### src/rtl/id_ex_pipe_skid.sv
// Two-entry (main + skid) pipeline register with valid/ready handshake, flush and NOP control.
// Optional stall-cycle counter enabled by defining PIPE_STALL_CNT_EN.
module id_ex_pipe_skid #(
  parameter int DATA_W   = 32,
  parameter int NUM_DATA = 4,
  parameter int REG_W    = 5,
  parameter int NUM_REG  = 3,
  parameter int CTRL_W   = 16,
  parameter logic [CTRL_W-1:0] CTRL_NOP = '0
) (
  input  logic                       clk,
  input  logic                       rst,
  input  logic                       flush,
  input  logic                       in_valid,
  output logic                       in_ready,
  input  logic [NUM_DATA*DATA_W-1:0] in_data,
  input  logic [NUM_REG*REG_W-1:0]   in_reg,
  input  logic [CTRL_W-1:0]          in_ctrl,
  output logic                       out_valid,
  input  logic                       out_ready,
  output logic [NUM_DATA*DATA_W-1:0] out_data,
  output logic [NUM_REG*REG_W-1:0]   out_reg,
  output logic [CTRL_W-1:0]          out_ctrl,
  output logic [31:0]                stall_cnt
);

  localparam int DW = NUM_DATA * DATA_W;
  localparam int RW = NUM_REG * REG_W;

  logic          main_valid, skid_valid, ready_q;
  logic [DW-1:0] main_data, skid_data;
  logic [RW-1:0] main_reg, skid_reg;
  logic [CTRL_W-1:0] main_ctrl, skid_ctrl;

  logic accept, drain;
  logic main_valid_n, skid_valid_n;
  logic load_in, load_from_skid, load_skid;

  always_comb begin
    accept         = in_valid & ready_q;
    drain          = ~main_valid | out_ready;
    main_valid_n   = main_valid;
    skid_valid_n   = skid_valid;
    load_in        = 1'b0;
    load_from_skid = 1'b0;
    load_skid      = 1'b0;
    if (flush) begin
      main_valid_n = 1'b0;
      skid_valid_n = 1'b0;
    end else if (drain) begin
      // A full skid implies in_ready was low, so no new beat competes with it.
      if (skid_valid) begin
        load_from_skid = 1'b1;
        main_valid_n   = 1'b1;
        skid_valid_n   = 1'b0;
      end else if (accept) begin
        load_in      = 1'b1;
        main_valid_n = 1'b1;
      end else begin
        main_valid_n = 1'b0;
      end
    end else if (accept) begin
      load_skid    = 1'b1;
      skid_valid_n = 1'b1;
    end
  end

  always_ff @(posedge clk) begin
    if (rst) begin
      main_valid <= 1'b0;
      skid_valid <= 1'b0;
      ready_q    <= 1'b0;
      main_data  <= '0;
      main_reg   <= '0;
      main_ctrl  <= CTRL_NOP;
    end else begin
      main_valid <= main_valid_n;
      skid_valid <= skid_valid_n;
      ready_q    <= ~skid_valid_n;
      if (load_in) begin
        main_data <= in_data;
        main_reg  <= in_reg;
        main_ctrl <= in_ctrl;
      end else if (load_from_skid) begin
        main_data <= skid_data;
        main_reg  <= skid_reg;
        main_ctrl <= skid_ctrl;
      end
    end
  end

  // Skid payload is only meaningful while skid_valid is set, so it needs no reset.
  always_ff @(posedge clk) begin
    if (load_skid) begin
      skid_data <= in_data;
      skid_reg  <= in_reg;
      skid_ctrl <= in_ctrl;
    end
  end

  assign in_ready  = ready_q;
  assign out_valid = main_valid;
  assign out_data  = main_data;
  assign out_reg   = main_reg;
  assign out_ctrl  = main_valid ? main_ctrl : CTRL_NOP;

`ifdef PIPE_STALL_CNT_EN
  logic [31:0] stall_q;

  always_ff @(posedge clk) begin
    if (rst)
      stall_q <= '0;
    else if (main_valid && !out_ready && stall_q != 32'hFFFF_FFFF)
      stall_q <= stall_q + 32'd1;
  end

  assign stall_cnt = stall_q;
`else
  assign stall_cnt = 32'd0;
`endif

endmodule

### config.mk
export PLATFORM = sky130hd
export DESIGN_NAME = id_ex_pipe_skid
export DESIGN_NICKNAME = d
export VERILOG_FILES = /design/src/rtl/id_ex_pipe_skid.sv
export SDC_FILE = /design/constraint.sdc
export NUM_CORES = 1
export LEC_CHECK = 0
export CAP_MARGIN = 10
export CELL_PAD_IN_SITES_DETAIL_PLACEMENT = 0
export CELL_PAD_IN_SITES_GLOBAL_PLACEMENT = 1
export CORE_ASPECT_RATIO = 0.5
export CORE_MARGIN = 5
export CORE_UTILIZATION = 45
export DETAILED_ROUTE_END_ITERATION = 8
export DONT_BUFFER_PORTS = 1
export HOLD_SLACK_MARGIN = 0.08
export PLACE_DENSITY = 0.73
export SYNTH_ARGS = -nofsm -noshare
export SYNTH_HDL_FRONTEND = slang
export SYNTH_SLANG_ARGS = --single-unit
### constraint.sdc
create_clock -name clk -period 13.1 [get_ports clk]
set_input_delay 1.965 -clock clk [delete_from_list [all_inputs] [get_ports clk]]
set_output_delay 1.965 -clock clk [all_outputs]
set_load 0.05 [all_outputs]
==> results.env <==
IO-PIN-COUNT=357
CTS_BUFFER_DEPTH=3
SYNTH-XOR-AREA-SHARE_PCT=0
CTS.REPAIR_TIMING.SETUP_BUFFER_COUNT=0
FIN_SETUP_TNS_NS=0
GRT_START_MAX_NET_PINS=163
CTS_INSERTED_BUFFERS=30
RELATIVE_CONTRIBUTION_OF_COMBINATIONAL_CELLS_TO_TOTAL_POWER_PCT=5.3
DOMINANT_COMBINATIONAL_CELL_FAMILY_BY_AREA_AFTER_SYNTHESIS='compound AO/OA/AOI/OAI gates'
CLKLATENCYLATEPIN_NS=0.56
P_SW_SHARE_PCT=25.6
ASYNC_RESET_FF_SHARE_PCT=0
VIAS_PER_CELL=5.70
SYNTH_ENABLE_FLOP_CELLS=159
GRT_ANTENNA_BEFORE_REPAIR=0
DP_HPWL_UM=19800
SETUP_REPAIR_AFTER_GLOBAL_ROUTING_MISSED_ITS_MARGIN='no'
CTS_HTREE_LEVELS=1
DIEAREA_MM2=0.0345
DRC=0
POWER_DENSITY_mW_PER_MM2=148
YOSYS_REGISTER_BITS=321
FINAL_WIRELENGTH_UM=33400
POWER.INTERNAL_uW=1630
MIN_TCLK_POST_ROUTE_NS=3.91
WORSTPATHARRIVAL_NS=1.95
WORST_PIN_SLEW_NS=1.37
AREA.GROWTH.SYNTH_TO_FINAL_PCT=7.25
CTS.SINKS=321
SYNTH_COMPOUND_AREA_SHARE_PCT=23.9
GRT_PASS1_WL_UM=50800
PORT-BUFFER-COUNT=0
STATIC-LEAKAGE-POWER_uW=0.00450
ANTENNADIODECOUNT=0
DETAIL_ROUTE.ITER0.VIOLATIONS=628
GRT_PASS1_VIAS=8189
SYNTHDISTINCTLIBCELLS=21
YOSYS_WARNINGS=0
RUN_STATUS='completed'
FILLCELLCOUNT=2660
AVGROUTEDWIREPERCELL_UM=22.5
SETUP_VIOL=0
PATH_CLASS='register to output port'
SLOWEST_STAGE_CELL_CP='sky130_fd_sc_hd__and2_1'
CRITICAL_PATH.ENDPOINT_TYPE='output port'
CRIT_PATH_MAX_FANOUT=17
CTS_TREE='done'
SYN_AVG_CELL_AREA_UM2=12.3
SYNTH.YOSYS.SEQ_AREA_SHARE_PCT=58.0
POST_ROUTE_CELLS_DRIVE_ABOVE_1_SHARE_PCT=16.0
FINAL_MAX_SLEW_VIOL_COUNT=0
MAX_CLOCK_FREQ_MHz=256
GRT.TOTAL_USAGE_PCT=18.2
CHIPHEIGHT_UM=134
CTS.REPORTEDPATHS.CLKPINSLEW_NS=0.07
VIA_COUNT=8436
NETLIST_AREA_MM2=0.0138
CTSROOTBUFFERMASTER='sky130_fd_sc_hd__clkbuf_16'
YOSYS.AREA_SHARE.SIMPLE_PCT=8.14
MAX_CAP_VIOL_COUNT=0
TIMING.FINAL.CRIT_SHARE_PCT=29.9
FLOORPLAN.INITIALDENSITY_PCT=45.6
STD_CELL_ROWS=45
CRITICAL_PATH.STARTPOINT_TYPE='register'
WORST_HOLD_PATH_TYPE='register to register'
TIMING.FINAL.HOLD_VIOLATIONS=0
FIN_UTIL_PCT=48.9
CLKPWRFRAC_PCT=40.6
WORST-ENDPOINT-REQUIRED_NS=11.14
SYNTHADDERAREAFRAC_PCT=0
SYNTH_FLOP_CELL='sky130_fd_sc_hd__dfxtp_1'
DIE_X_UM=258
CRIT_PATH_MAX_INCR_DELAY_NS=0.56
DR_PASS1_ITERATIONS=5
SYN-INSTANCE-COUNT=1124
POWER.SHARE.SEQUENTIAL_PCT=54.1
CORE_MM2=0.0303
GRT-OVFL-TOTAL=0
FIN_WORST_SKEW_NS=0.0130
POWER.IR.VDD_WORST_uV=101
NUMNETS_FINAL=1221
POST_CTS_RESIZED=0
SYNTHMUXAREASHARE_PCT=0
POSTCTSHOLDBUFS=0
ROUTABILITY_CONG=0.725
MAX_SLEW_MARGIN_PCT=8.53
POWER_SWITCHING_uW=561
REPORT.POWER.TOTAL_uW=2190
ANTENNA_VIOLATING_NETS_POST_ROUTE=0
CHAIN_OF_CELLS_FORMING_THE_CRITICAL_PATH='buf_4, and2_1'
-- metal layers --
| layer | share of wire, % | wire (um) | GRT usage, % | vias up |
|---|---|---|---|---|
| met2 | 51 | 17200 | 32.0 | 204 |
| li1 | - | - | - | 3971 |
| met5 | 0 | 0 | 0 | - |
| met3 | 6.1 | 2040 | 5.08 | 55 |
| met4 | 2.9 | 951 | 5.18 | 0 |
| met1 | 40 | 13200 | 22.2 | 4206 |
-- power by group through the flow --
stage,clock network (uW),logic [uW],registers [uW]
2_1_floorplan,0,122,1200
3_3_place_gp,0,114,1210
3_5_place_dp,0,117,1210
4_1_cts,920,117,1180
5_1_grt,967,127,1190
6_report,889,117,1180
-- cells in the mapped netlist (2+ instances only) --
master / n / share of area [%]
sky130_fd_sc_hd__inv_1: 160 / 4.3
sky130_fd_sc_hd__a21oi_1: 2 / 0.072
sky130_fd_sc_hd__buf_6: 13 / 1.1
sky130_fd_sc_hd__dfxtp_1: 162 / 23
sky130_fd_sc_hd__nor3_1: 2 / 0.072
sky130_fd_sc_hd__buf_2: 18 / 0.65
sky130_fd_sc_hd__edfxtp_1: 159 / 35
sky130_fd_sc_hd__clkbuf_1: 74 / 2.0
sky130_fd_sc_hd__and2_1: 16 / 0.72
sky130_fd_sc_hd__buf_4: 33 / 1.8
sky130_fd_sc_hd__nand2b_1: 160 / 7.2
sky130_fd_sc_hd__a221oi_1: 49 / 3.1
sky130_fd_sc_hd__o31ai_1: 159 / 8.6
sky130_fd_sc_hd__a221oi_2: 110 / 12
-- path summary, 6_finish.rpt --
path / cells after the start / startpoint / to / slack [ns]
min reg2reg: 2 / main_ctrl[15] / main_ctrl[15] / 0.46
min: 2 / main_ctrl[15] / main_ctrl[15] / 0.46
max: 2 / out_valid / out_ctrl[12] / 9.19
max reg2reg: 3 / in_ready / skid_data[31] / 9.77
-- critical path, delay by kind of cell, from the launching register on --
| kind | cells | cell delay, ns |
|---|---|---|
| buffers and inverters | 1 | 0.36 |
| flip-flops | 1 | 0.45 |
| AND/OR/NAND/NOR | 1 | 0.56 |
-- kinds of logic after synthesis --
family                 after synthesis
AO/OA/AOI/OAI                      322
flip-flops                         321
buffers and inverters              299
AND/OR/NAND/NOR                    181
other                                1
-- layout by cell type (no fill, tap or decap), drive strengths merged --
| cell type | count |
|---|---|
| dfxtp | 162 |
| nand2 | 1 |
| clkinv | 10 |
| edfxtp | 159 |
| and2 | 16 |
| a21oi | 2 |
| conb | 32 |
| nor3 | 2 |
| nor2 | 1 |
| o31ai | 159 |
| nand2b | 160 |
| a211o | 1 |
| a211oi | 1 |
| buf | 9 |
| bufinv | 2 |
| clkinvlp | 2 |
| clkbuf | 41 |
| a221oi | 159 |
| inv | 161 |
| nor4 | 1 |
-- through the flow --
step	worst slack [ns]	cells	area [um^2]	hold slack [ns]
detailed placement	8.70	1424	13800	0.444
finish	9.19	1480	14800	0.458
CTS	9.13	1480	14800	0.454
global route	9.08	1480	14800	0.483
floorplan	3.86	1155	13900	0.441
global placement	8.78	1424	13800	0.444
-- final cells by class --
cell class	instances	area [um^2]	area share, %
clock buffers	41	883	5.96
clock inverters	15	133	0.895
inverters	160	601	4.05
multi-input cells	535	4580	30.9
flip-flops and latches	321	8020	54.1
well taps	399	499	3.37
repair buffers	9	92.6	0.625
Note: power is estimated with default switching activity, not from simulation.
